`src/rtl/udp_dram_writer_pkg.sv`:
```
// Shared types, constants and helpers for the UDP-to-DRAM write path.
package udp_dram_pkg;

    typedef enum logic [2:0] {
        S_IDLE,
        S_ACK,
        S_HDR,
        S_ADDR,
        S_DATA,
        S_DRAIN
    } state_e;

    // Words between the ack and the DRAM address word (IP/UDP header).
    localparam int UPL_HDR_WORDS = 4;

    // Low address bits that must not wrap to zero inside one AXI burst.
    localparam logic [11:0] AXI_4K_MASK = 12'hFFF;

    // Descriptor layout for the control FIFO: {len[7:0], addr[31:0]}.
    localparam int CTRL_ADDR_LSB = 0;
    localparam int CTRL_LEN_LSB  = 32;
    localparam int CTRL_W        = 40;

    // Data FIFO word: {data[31:0], strb[3:0]}.
    localparam int FIFO_DATA_W = 36;

    // Byte strobe for the final word, indexed by the payload tail D[1:0].
    function automatic logic [3:0] last_strb(input logic [1:0] tail);
        case (tail)
            2'd1:    return 4'b1000;
            2'd2:    return 4'b1100;
            2'd3:    return 4'b1110;
            default: return 4'b1111;
        endcase
    endfunction

endpackage

```
`src/rtl/udp_dram_writer_if.sv`:
```
// Receive stream and FIFO push bus seen by the UDP-to-DRAM writer.
interface udp_dram_writer_if;
    import udp_dram_pkg::*;

    logic                   r_req;
    logic                   r_ack;
    logic                   r_enable;
    logic [31:0]            r_data;
    logic [FIFO_DATA_W-1:0] data_in;
    logic                   data_we;
    logic [CTRL_W-1:0]      ctrl_in;
    logic                   ctrl_we;

    // Environment side: the UDP core and the FIFO sinks.
    modport master (
        output r_req, r_enable, r_data,
        input  r_ack, data_in, data_we, ctrl_in, ctrl_we
    );

    // Writer side.
    modport slave (
        input  r_req, r_enable, r_data,
        output r_ack, data_in, data_we, ctrl_in, ctrl_we
    );
endinterface

```
`src/rtl/burst_splitter.sv`:
```
// Tracks the open burst and emits AXI-legal descriptors one cycle after the
// last beat's data push.
module burst_splitter
    import udp_dram_pkg::*;
#(
    parameter int MAX_BURST = 256
) (
    input  logic              clk,
    input  logic              reset_n,
    input  logic              start_i,
    input  logic [31:0]       addr_i,
    input  logic              word_i,
    input  logic              last_i,
    input  logic              flush_i,
    output logic [CTRL_W-1:0] ctrl_in_o,
    output logic              ctrl_we_o
);

    logic [31:0]       burst_addr_q, cur_addr_q, cur_next;
    logic [8:0]        beats_q, beats_inc;
    logic              close;
    logic              pend_q, pend_d;
    logic [CTRL_W-1:0] pend_desc_q, pend_desc_d;
    logic [CTRL_W-1:0] ctrl_in_q;
    logic              ctrl_we_q;

    // Close decision and descriptor for the word (or flush) in this cycle.
    always_comb begin
        cur_next  = cur_addr_q + 32'd4;
        beats_inc = beats_q + 9'd1;
        close     = word_i && ((beats_inc == 9'(MAX_BURST)) ||
                               ((cur_next[11:0] & AXI_4K_MASK) == 12'h000) ||
                               last_i);
        pend_d    = close || (flush_i && (beats_q != 9'd0));
        pend_desc_d = '0;
        pend_desc_d[CTRL_ADDR_LSB +: 32] = burst_addr_q;
        pend_desc_d[CTRL_LEN_LSB +: 8]   = close ? beats_q[7:0] : beats_q[7:0] - 8'd1;
    end

    // Burst bookkeeping plus a two-stage descriptor pipe that lines up
    // with the registered data push in the top level.
    always_ff @(posedge clk or negedge reset_n) begin
        if (!reset_n) begin
            burst_addr_q <= '0;
            cur_addr_q   <= '0;
            beats_q      <= '0;
            pend_q       <= 1'b0;
            pend_desc_q  <= '0;
            ctrl_in_q    <= '0;
            ctrl_we_q    <= 1'b0;
        end else begin
            if (start_i) begin
                burst_addr_q <= addr_i;
                cur_addr_q   <= addr_i;
                beats_q      <= '0;
            end else if (word_i) begin
                cur_addr_q <= cur_next;
                if (close) begin
                    burst_addr_q <= cur_next;
                    beats_q      <= '0;
                end else begin
                    beats_q <= beats_inc;
                end
            end else if (flush_i) begin
                beats_q <= '0;
            end
            pend_q      <= pend_d;
            pend_desc_q <= pend_desc_d;
            ctrl_we_q   <= pend_q;
            if (pend_q) ctrl_in_q <= pend_desc_q;
        end
    end

    assign ctrl_in_o = ctrl_in_q;
    assign ctrl_we_o = ctrl_we_q;

endmodule

```
`src/rtl/udp_dram_writer.sv`:
```
// Parses UDP port-0 packets ({hdr x4, addr, data...}) into DRAM write data
// and burst descriptors for the AXI writer FIFOs.
module udp_dram_writer
    import udp_dram_pkg::*;
#(
    parameter int MAX_BURST = 256,
    parameter int CNT_W     = 16
) (
    input  logic             clk,
    input  logic             reset_n,
    udp_dram_writer_if.slave bus,
    output logic             busy,
    output logic [CNT_W-1:0] pkt_count,
    output logic [CNT_W-1:0] err_count
);

    state_e                 state_q, state_d;
    logic [1:0]             hdr_cnt_q;
    logic [15:0]            len_q;
    logic [15:0]            rem_q;
    logic [1:0]             tail_q;
    logic [FIFO_DATA_W-1:0] data_in_q;
    logic                   data_we_q;
    logic [CNT_W-1:0]       pkt_q, err_q;

    logic ack_c, busy_c, hdr_fire, hdr_last, addr_ok, addr_bad;
    logic word_fire, last_word, trunc;

    // State register.
    always_ff @(posedge clk or negedge reset_n) begin
        // NOTE: sequential state always uses non-blocking assignments so every
        // register samples the pre-edge value of every other register.
        if (!reset_n) state_q <= S_IDLE;
        else          state_q <= state_d;
    end

    // Next-state logic.
    always_comb begin
        // NOTE: default first so no path leaves state_d unassigned (no latch).
        state_d = state_q;
        case (state_q)
            S_IDLE:  if (bus.r_req) state_d = S_ACK;
            S_ACK:   state_d = S_HDR;
            S_HDR:   if (hdr_last) state_d = S_ADDR;
            S_ADDR:  if (addr_bad) state_d = S_DRAIN;
                     else if (addr_ok) state_d = S_DATA;
            S_DATA:  if (last_word) state_d = S_DRAIN;
                     else if (trunc) state_d = S_IDLE;
            S_DRAIN: if (!bus.r_enable) state_d = S_IDLE;
            default: state_d = S_IDLE;
        endcase
    end

    // Output decode: handshake, busy and per-cycle datapath strobes.
    always_comb begin
        ack_c     = (state_q == S_ACK);
        busy_c    = (state_q != S_IDLE);
        hdr_fire  = (state_q == S_HDR) && bus.r_enable;
        hdr_last  = hdr_fire && (hdr_cnt_q == 2'(UPL_HDR_WORDS - 1));
        addr_bad  = (state_q == S_ADDR) && bus.r_enable &&
                    ((len_q < 16'd8) || (bus.r_data[1:0] != 2'b00));
        addr_ok   = (state_q == S_ADDR) && bus.r_enable && !addr_bad;
        word_fire = (state_q == S_DATA) && bus.r_enable;
        last_word = word_fire && (rem_q == 16'd1);
        trunc     = (state_q == S_DATA) && !bus.r_enable;
    end

    // Header parsing, payload push and saturating status counters.
    always_ff @(posedge clk or negedge reset_n) begin
        if (!reset_n) begin
            hdr_cnt_q <= '0;
            len_q     <= '0;
            rem_q     <= '0;
            tail_q    <= '0;
            data_in_q <= '0;
            data_we_q <= 1'b0;
            pkt_q     <= '0;
            err_q     <= '0;
        end else begin
            if (state_q == S_IDLE) hdr_cnt_q <= '0;
            else if (hdr_fire)     hdr_cnt_q <= hdr_cnt_q + 2'd1;
            if (hdr_last) len_q <= bus.r_data[31:16];
            // W = ceil((L-4)/4) = (L-1)/4; tail D[1:0] equals L[1:0].
            if (addr_ok) begin
                rem_q  <= (len_q - 16'd1) >> 2;
                tail_q <= len_q[1:0];
            end else if (word_fire) begin
                rem_q <= rem_q - 16'd1;
            end
            data_we_q <= word_fire;
            if (word_fire)
                data_in_q <= {bus.r_data, last_word ? last_strb(tail_q) : 4'hF};
            if (last_word && (pkt_q != '1)) pkt_q <= pkt_q + 1'b1;
            if ((addr_bad || trunc) && (err_q != '1)) err_q <= err_q + 1'b1;
        end
    end

    burst_splitter #(.MAX_BURST(MAX_BURST)) u_split (
        .clk       (clk),
        .reset_n   (reset_n),
        .start_i   (addr_ok),
        .addr_i    (bus.r_data),
        .word_i    (word_fire),
        .last_i    (last_word),
        .flush_i   (trunc),
        .ctrl_in_o (bus.ctrl_in),
        .ctrl_we_o (bus.ctrl_we)
    );

    assign bus.r_ack   = ack_c;
    assign bus.data_in = data_in_q;
    assign bus.data_we = data_we_q;
    assign busy        = busy_c;
    assign pkt_count   = pkt_q;
    assign err_count   = err_q;

endmodule

```
`src/flat_wrapper.sv`:
```
// flat-port wrapper written by rule: the top's interface ports become plain ports
module udp_dram_writer_flat import udp_dram_pkg::*;
#(
    parameter int MAX_BURST = 256,
    parameter int CNT_W     = 16
)
  (clk, reset_n, busy, pkt_count, err_count, bus_r_req, bus_r_enable, bus_r_data, bus_r_ack, bus_data_in, bus_data_we, bus_ctrl_in, bus_ctrl_we);
  udp_dram_writer_if bus_i ();
  input  logic clk;
  input  logic reset_n;
  output logic busy;
  output logic [CNT_W-1:0] pkt_count;
  output logic [CNT_W-1:0] err_count;
  input wire logic [$bits(bus_i.r_req)-1:0] bus_r_req;
  input wire logic [$bits(bus_i.r_enable)-1:0] bus_r_enable;
  input wire logic [$bits(bus_i.r_data)-1:0] bus_r_data;
  output wire logic [$bits(bus_i.r_ack)-1:0] bus_r_ack;
  output wire logic [$bits(bus_i.data_in)-1:0] bus_data_in;
  output wire logic [$bits(bus_i.data_we)-1:0] bus_data_we;
  output wire logic [$bits(bus_i.ctrl_in)-1:0] bus_ctrl_in;
  output wire logic [$bits(bus_i.ctrl_we)-1:0] bus_ctrl_we;
  assign bus_i.r_req = bus_r_req;
  assign bus_i.r_enable = bus_r_enable;
  assign bus_i.r_data = bus_r_data;
  assign bus_r_ack = bus_i.r_ack;
  assign bus_data_in = bus_i.data_in;
  assign bus_data_we = bus_i.data_we;
  assign bus_ctrl_in = bus_i.ctrl_in;
  assign bus_ctrl_we = bus_i.ctrl_we;
  udp_dram_writer #(.MAX_BURST(MAX_BURST), .CNT_W(CNT_W)) u_core (.clk(clk), .reset_n(reset_n), .bus(bus_i), .busy(busy), .pkt_count(pkt_count), .err_count(err_count));
endmodule
```
`config.mk`:
```
export PLATFORM = sky130hd
export DESIGN_NAME = udp_dram_writer_flat
export DESIGN_NICKNAME = d
export VERILOG_FILES = /design/src/rtl/udp_dram_writer_pkg.sv /design/src/rtl/udp_dram_writer_if.sv /design/src/rtl/burst_splitter.sv /design/src/rtl/udp_dram_writer.sv /design/src/flat_wrapper.sv
export SDC_FILE = /design/constraint.sdc
export NUM_CORES = 1
export LEC_CHECK = 0
export ABC_CLOCK_PERIOD_IN_PS = 3400
export CAP_MARGIN = 30
export CORE_AREA = 2 2 177 179
export DETAILED_ROUTE_END_ITERATION = 6
export DIE_AREA = 0 0 179 181
export PLACE_DENSITY = 0.66
export SLEW_MARGIN = 5
export SYNTH_ARGS = -nofsm -noshare
export SYNTH_HDL_FRONTEND = slang
export SYNTH_SLANG_ARGS = --single-unit
```
`constraint.sdc`:
```
create_clock -name clk -period 3.4 [get_ports clk]
set_clock_uncertainty 0.1 [all_clocks]
set_input_delay 0.34 -clock clk [delete_from_list [all_inputs] [get_ports clk]]
set_output_delay 0.34 -clock clk [all_outputs]
set_load 0.01 [all_outputs]
```
### After elaboration in Yosys (flattened, before gate mapping)

Cells that the tools add are included.

* add/sub/neg operators: 8
* order comparisons: 1
* muxes and demuxes: 24
* reduce and logical (&&, ||, !) cells: 30
* equal/unequal tests: 18

Operators by type and width (count)
* $mux W32: 5
* $mux W9: 4
* $add A16 B1 Y16 const B: 2
* $add A32 B3 Y32 const B: 1
* $mux W16: 2
* $ne A16 B16 Y1 const B: 2
* $sub A16 B1 Y16 const B: 2
* $mux W3: 8
* $pmux W3 S6: 1
* $eq A16 B1 Y1 const B: 1
* $lt A16 B4 Y1 const B: 1
* $logic_and A1 B1 Y1: 12
* $logic_not A12 Y1: 1
* $add A9 B1 Y9 const B: 1
* $eq A9 B9 Y1 const B: 1
* $pmux W3 S3: 1
* $reduce_bool A9 Y1: 1
* $mux W8: 1
* $reduce_bool A2 Y1: 4
* $sub A8 B1 Y8 const B: 1
* $eq A2 B2 Y1 const B: 3
* $eq A3 B2 Y1 const B: 2
* $eq A3 B3 Y1 const B: 2
* $ne A3 B1 Y1 const B: 2
* 12 further kinds: 20

* output and inout bits: 112
* bits of input ports: 36
* logic and storage cells: 97
* register bits: 263

### Longest topological paths before layout

* depth after elaboration: 8
* depth in mapped cells: 10
* gate-level depth less buffers: 9

### By module

From an unflattened synthesis, not the netlist that was laid out.

* cells, all modules: 1098
* area total of the unflattened synthesis: 11965.2 um2

By module, submodules not included
* burst_splitter: area an instance 6894.1 um2, cells an instance 593, times used 1, sequential area each 3878.7 um2
* udp_dram_writer: area an instance 5071.1 um2, cells an instance 505, times used 1, sequential area each 2702.6 um2

### Worst setup path before layout

OpenSTA, ideal clock, no wires.

* path kind: reg2reg
* start: register u_core.u_split.cur_addr_q[2]
* end: register u_core.u_split.beats_q[4]
* path slack: 0.843 ns
* data arrival time: 2.383 ns
* path buffers: 1
* data required time: 3.226 ns
* cell stages (with the launch flop): 9
* clock period less this slack: 2.557 ns
* library setup time: 0.074 ns
* cells stage by stage: dfrtp_1 -> ha_1 -> nand4_2 -> mux2_4 -> o41a_1 -> a221o_2 -> buf_6 -> o32a_1 -> o21ai_2

* cells in the longest elaborated chain, start to end: 8

RTL lines
* from (decl): line burst_splitter.sv:19 `logic [31:0] burst_addr_q, cur_addr_q, cur_next;`
* from (signal assigned): line burst_splitter.sv:54 `cur_addr_q <= addr_i;`
* from (signal assigned): line burst_splitter.sv:57 `cur_addr_q <= cur_next;`
* $add A32 B3 Y32: line burst_splitter.sv:29 `cur_next = cur_addr_q + 32'd4;`
* $logic_not A12 Y1: line burst_splitter.sv:32 `((cur_next[11:0] & AXI_4K_MASK) == 12'h000) ||`
* $logic_or A1 B1 Y1: line burst_splitter.sv:31 `close = word_i && ((beats_inc == 9'(MAX_BURST)) ||`
* $logic_or A1 B1 Y1: line burst_splitter.sv:32
* $logic_and A1 B1 Y1: line burst_splitter.sv:31
* $mux W9: line burst_splitter.sv:58 `if (close) begin`
* $mux W9: line burst_splitter.sv:56 `end else if (word_i) begin`
* $mux W9: line burst_splitter.sv:52 `if (start_i) begin`
* to (signal assigned): line burst_splitter.sv:62 `beats_q <= beats_inc;`
* to (decl): line burst_splitter.sv:20 `logic [8:0] beats_q, beats_inc;`

No other way between the ends.
A chain may end at the register's enable or synchronous reset.

### Final worst setup path

* start: register u_core.rem_q[8]
* end: register u_core.u_split.burst_addr_q[25]

* cells in the longest elaborated chain, start to end: 6

RTL lines
* from (decl): line udp_dram_writer.sv:20 `logic [15:0] rem_q;`
* from (signal assigned): line udp_dram_writer.sv:85 `rem_q <= (len_q - 16'd1) >> 2;`
* from (signal assigned): line udp_dram_writer.sv:88 `rem_q <= rem_q - 16'd1;`
* $eq A16 B1 Y1: line udp_dram_writer.sv:64 `last_word = word_fire && (rem_q == 16'd1);`
* $logic_and A1 B1 Y1: line udp_dram_writer.sv:64
* $logic_or A1 B1 Y1: line burst_splitter.sv:32
* $logic_and A1 B1 Y1: line burst_splitter.sv:31
* $reduce_bool A2 Y1 (no source line)
* $reduce_and A2 Y1 (no source line)
* to (signal assigned): line burst_splitter.sv:53 `burst_addr_q <= addr_i;`
* to (signal assigned): line burst_splitter.sv:59 `burst_addr_q <= cur_next;`
* to (decl): line burst_splitter.sv:19

No other way between the ends.

==> metrics.cfg <==
[run_status]
status = completed

[clocking]
cts_tree = built
clock-sinks = 263
worst_skew_pair.late_latency_ps = 530
clockRootBuffer = clkbuf_16
cts_resized = 0
cts_buffer_depth = 3
postCtsHoldBufs = 1
cts-buffers-inserted = 29
cts_max_level = 1
clkSlewWorstSetupHoldPaths_ps = 60
post-cts-setup-buffers = 0

[yosys]
synth-edff-count = 0
yosys-top-cells-area = dfrtp_1 55%, mux2_2 6.2%, nand2_1 5.7%
async_flop_share_pct = 100
netlist_area_um2 = 12000
synth-seq-cells = 263
syn_inst = 1126
ys_seq_area_share_pct = 54.9
synth_fp_nets = 1174
synth_top_area_cell = dfrtp_1
ys.flop_type = dfrtp_1
synth_top_cell_area_share_pct = 54.9
avgSynthCellArea_um2 = 10.7
synth_cell_type_count = 69
synth_warnings = 0

[routing]
wl_per_cell_um = 16.9
drc = 0
vias = 8813
drt_iter0_markers = 537
via_per_inst = 5.24
routed_wl_um = 28300
drtAntennaViolNets = 0
detail_route.first_pass.iterations = 6

[placement]
dp_hpwl_um = 19000
port_buffers = 147
routabilityCongestion = 0.824
dp_slack_ps = 541
dp_cells = 1626

[sta]
worst_slew_pin_slew_ps = 899
rsz0062_at_grt = no
min_period_ps = 2900
fin_tns_setup_ps = 0
slew_viol_final = 0
max_freq_mhz = 345
maxSlewHeadroom_pct = 39.8
setup_viol = 0
worst_slack_ps = 500
hold_viol = 0
period_share_pct = 85.3

[layout]
final_cells = 1681
fin_nets = 1311
layout-drive-gt1-share_pct = 13.1
antenna_cells = 0
syn2layout_area_growth_pct = 24.9

[critical_path]
r2r-end = u_core.u_split.burst_addr_q[25]
path_class = reg -> reg
required_ps = 3730
cp-startpoint = u_core.rem_q[8]
critPathBufInv = 1
max_stage_delay_ps = 560
worstSetupEndpoint = u_core.u_split.burst_addr_q[25]
worst_setup_path_start_kind = flop
crit_chain = or4_4 > nor4_4 > and3_1 > a221o_2 > buf_12 > a21oi_1 > o31ai_1
r2r_slack_ps = 500
r2r_start = u_core.rem_q[8]
cp_slowest_cell = or4_4
path_max_fanout = 16
worstSetupEndpointType = flop
critPathArrivalTime_ps = 3230
reg2regPathDepth = 7
cpLargestDelayFamily = simple AND/OR/NAND/NOR gates
crit_cells = 7

[floorplan]
ioPinCount = 148
design.die.area_um2 = 32400
fp.dieH_um = 181
chipWidth_um = 179
std_cell_rows = 64
start_util_pct = 39.5
fp.coreArea_um2 = 30300

[global_route]
grt_start_max_net_pins = 98
grt_pass1_wl_um = 46400
antenna_found_initial = 0
overflow = 0
grt_usage_pct = 17.6
grt_pass1_vias = 8713

[power]
max-vdd-ir-drop_mv = 0.415
p_leak_nw = 6.45
power_density_nw_per_um2 = 782

[run]
cap_violations = 0

[worst_hold_path]
holdCritPathClass = in -> async

-- cell type report --
type,count,area [µm²]
Tap cell,396,495
Multi-Input combinational cell,777,5050
Clock inverter,16,241
Clock buffer,37,796
Fill cell,2781,15400
Inverter,19,72.6
Sequential cell,263,6580
Timing Repair Buffer,173,1740
-- layout by cell type (no fill, tap or decap), types with 20 or more instances in the layout --
| cell | synthesis | layout |
|---|---|---|
| a21oi_1 | 38 | 38 |
| dfrtp_1 | 263 | 262 |
| nand3_1 | 39 | 39 |
| xor2_1 | 32 | 32 |
| nor2_1 | 55 | 55 |
| o21ai_0 | 59 | 59 |
| nor3_1 | 25 | 25 |
| nand2_1 | 181 | 181 |
| nand4_1 | 25 | 25 |
| o31ai_1 | 23 | 23 |
| xnor2_1 | 70 | 70 |
| mux2_2 | 66 | 66 |
| clkbuf_16 | 0 | 29 |
| buf_4 | 4 | 20 |
| clkdlybuf4s50_1 | 0 | 146 |
-- state kept, by name (all words and copies together) (netlist names), 2 cells and up --
name / cells
u_core.u_split.ctrl_in_o: 40
u_core.u_split.pend_desc_q: 40
u_core.bus.data_in: 36
u_core.u_split.burst_addr_q: 32
u_core.u_split.cur_addr_q: 32
u_core.err_count: 16
u_core.len_q: 16
u_core.pkt_count: 16
u_core.rem_q: 16
u_core.u_split.beats_q: 9
u_core.state_q: 3
u_core.hdr_cnt_q: 2
u_core.tail_q: 2
-- logic make-up (layout without fill, tap and decap cells) --
logic type,after synthesis,in the layout,synth area share (%)
compound gates,177,177,9.62
xor+xnor,102,102,7.45
fa+ha+maj,12,12,1.25
buf+inv,86,245,3.18
flops,263,263,54.9
mux,71,71,6.66
simple gates,415,415,17.0
-- synthesized netlist by cell type, drive strengths merged, types with 2 or more instances --
library cell	n
and4	8
nor2	55
nand4	26
inv	18
mux2i	4
or3	7
dfrtp	263
a31o	2
or4	4
a21boi	3
nor4	17
a32o	2
o31ai	23
and3	19
o21a	5
nor3	26
clkbuf	38
buf	29
ha	12
nand3	40
nand2b	6
a211o	2
nor3b	3
xnor2	70
a21oi	38
nor4b	5
xor2	32
o21ai	61
nand4b	2
nand2	181
nor2b	4
a31oi	14
or2	4
mux2	67
o211ai	7
and2	6
o32a	2
o221a	3
-- layer usage --
metal,vias up,GRT usage [%],wire [µm]
met5,-,0,0
li1,4203,-,-
met3,40,2.15,1210
met4,0,5.14,604
met2,196,28.3,13400
met1,4374,24.8,13100
-- how the worst min path moves through the flow --
stage / startpoint / to / slack, ps / depth (start not counted)
2_1_floorplan: reset_n / u_core.bus.data_in[0] / -60 / 0
3_3_place_gp: reset_n / u_core.err_count[1] / 250 / 1
3_5_place_dp: reset_n / u_core.err_count[1] / 250 / 1
4_1_cts: bus_r_data[0] / u_core.bus.data_in[4] / 230 / 3
5_1_grt: bus_r_data[0] / u_core.bus.data_in[4] / 270 / 3
6_report: reset_n / u_core.err_count[1] / 250 / 2
-- worst reg2reg max path, stage by stage (launching register included) --
cell and delay, ps:
dfrtp_1 420, or4_4 560, nor4_4 260, and3_1 450, a221o_2 430, buf_12 210
a21oi_1 90, o31ai_1 280
-- per-stage QoR --
stage                     total power, mW  cell area, µm²  hold WS (ps)  utilization, %
after global placement               8.30           13900           250            45.8
after detailed placement             8.41           13900           254            45.8
after CTS                            11.8           15000           232            49.3
after floorplan                      6.99           12000         -55.6               -
final                                11.7           15000           245            49.4
after global routing                 12.5           15000           274            49.4
-- power breakdown --
group	internal [mW]	switching [mW]	total (mW)
Combinational	1.74	1.50	3.24
Clock	2.11	1.25	3.36
Sequential	4.19	0.922	5.11
(Power assumes the default switching activity.)
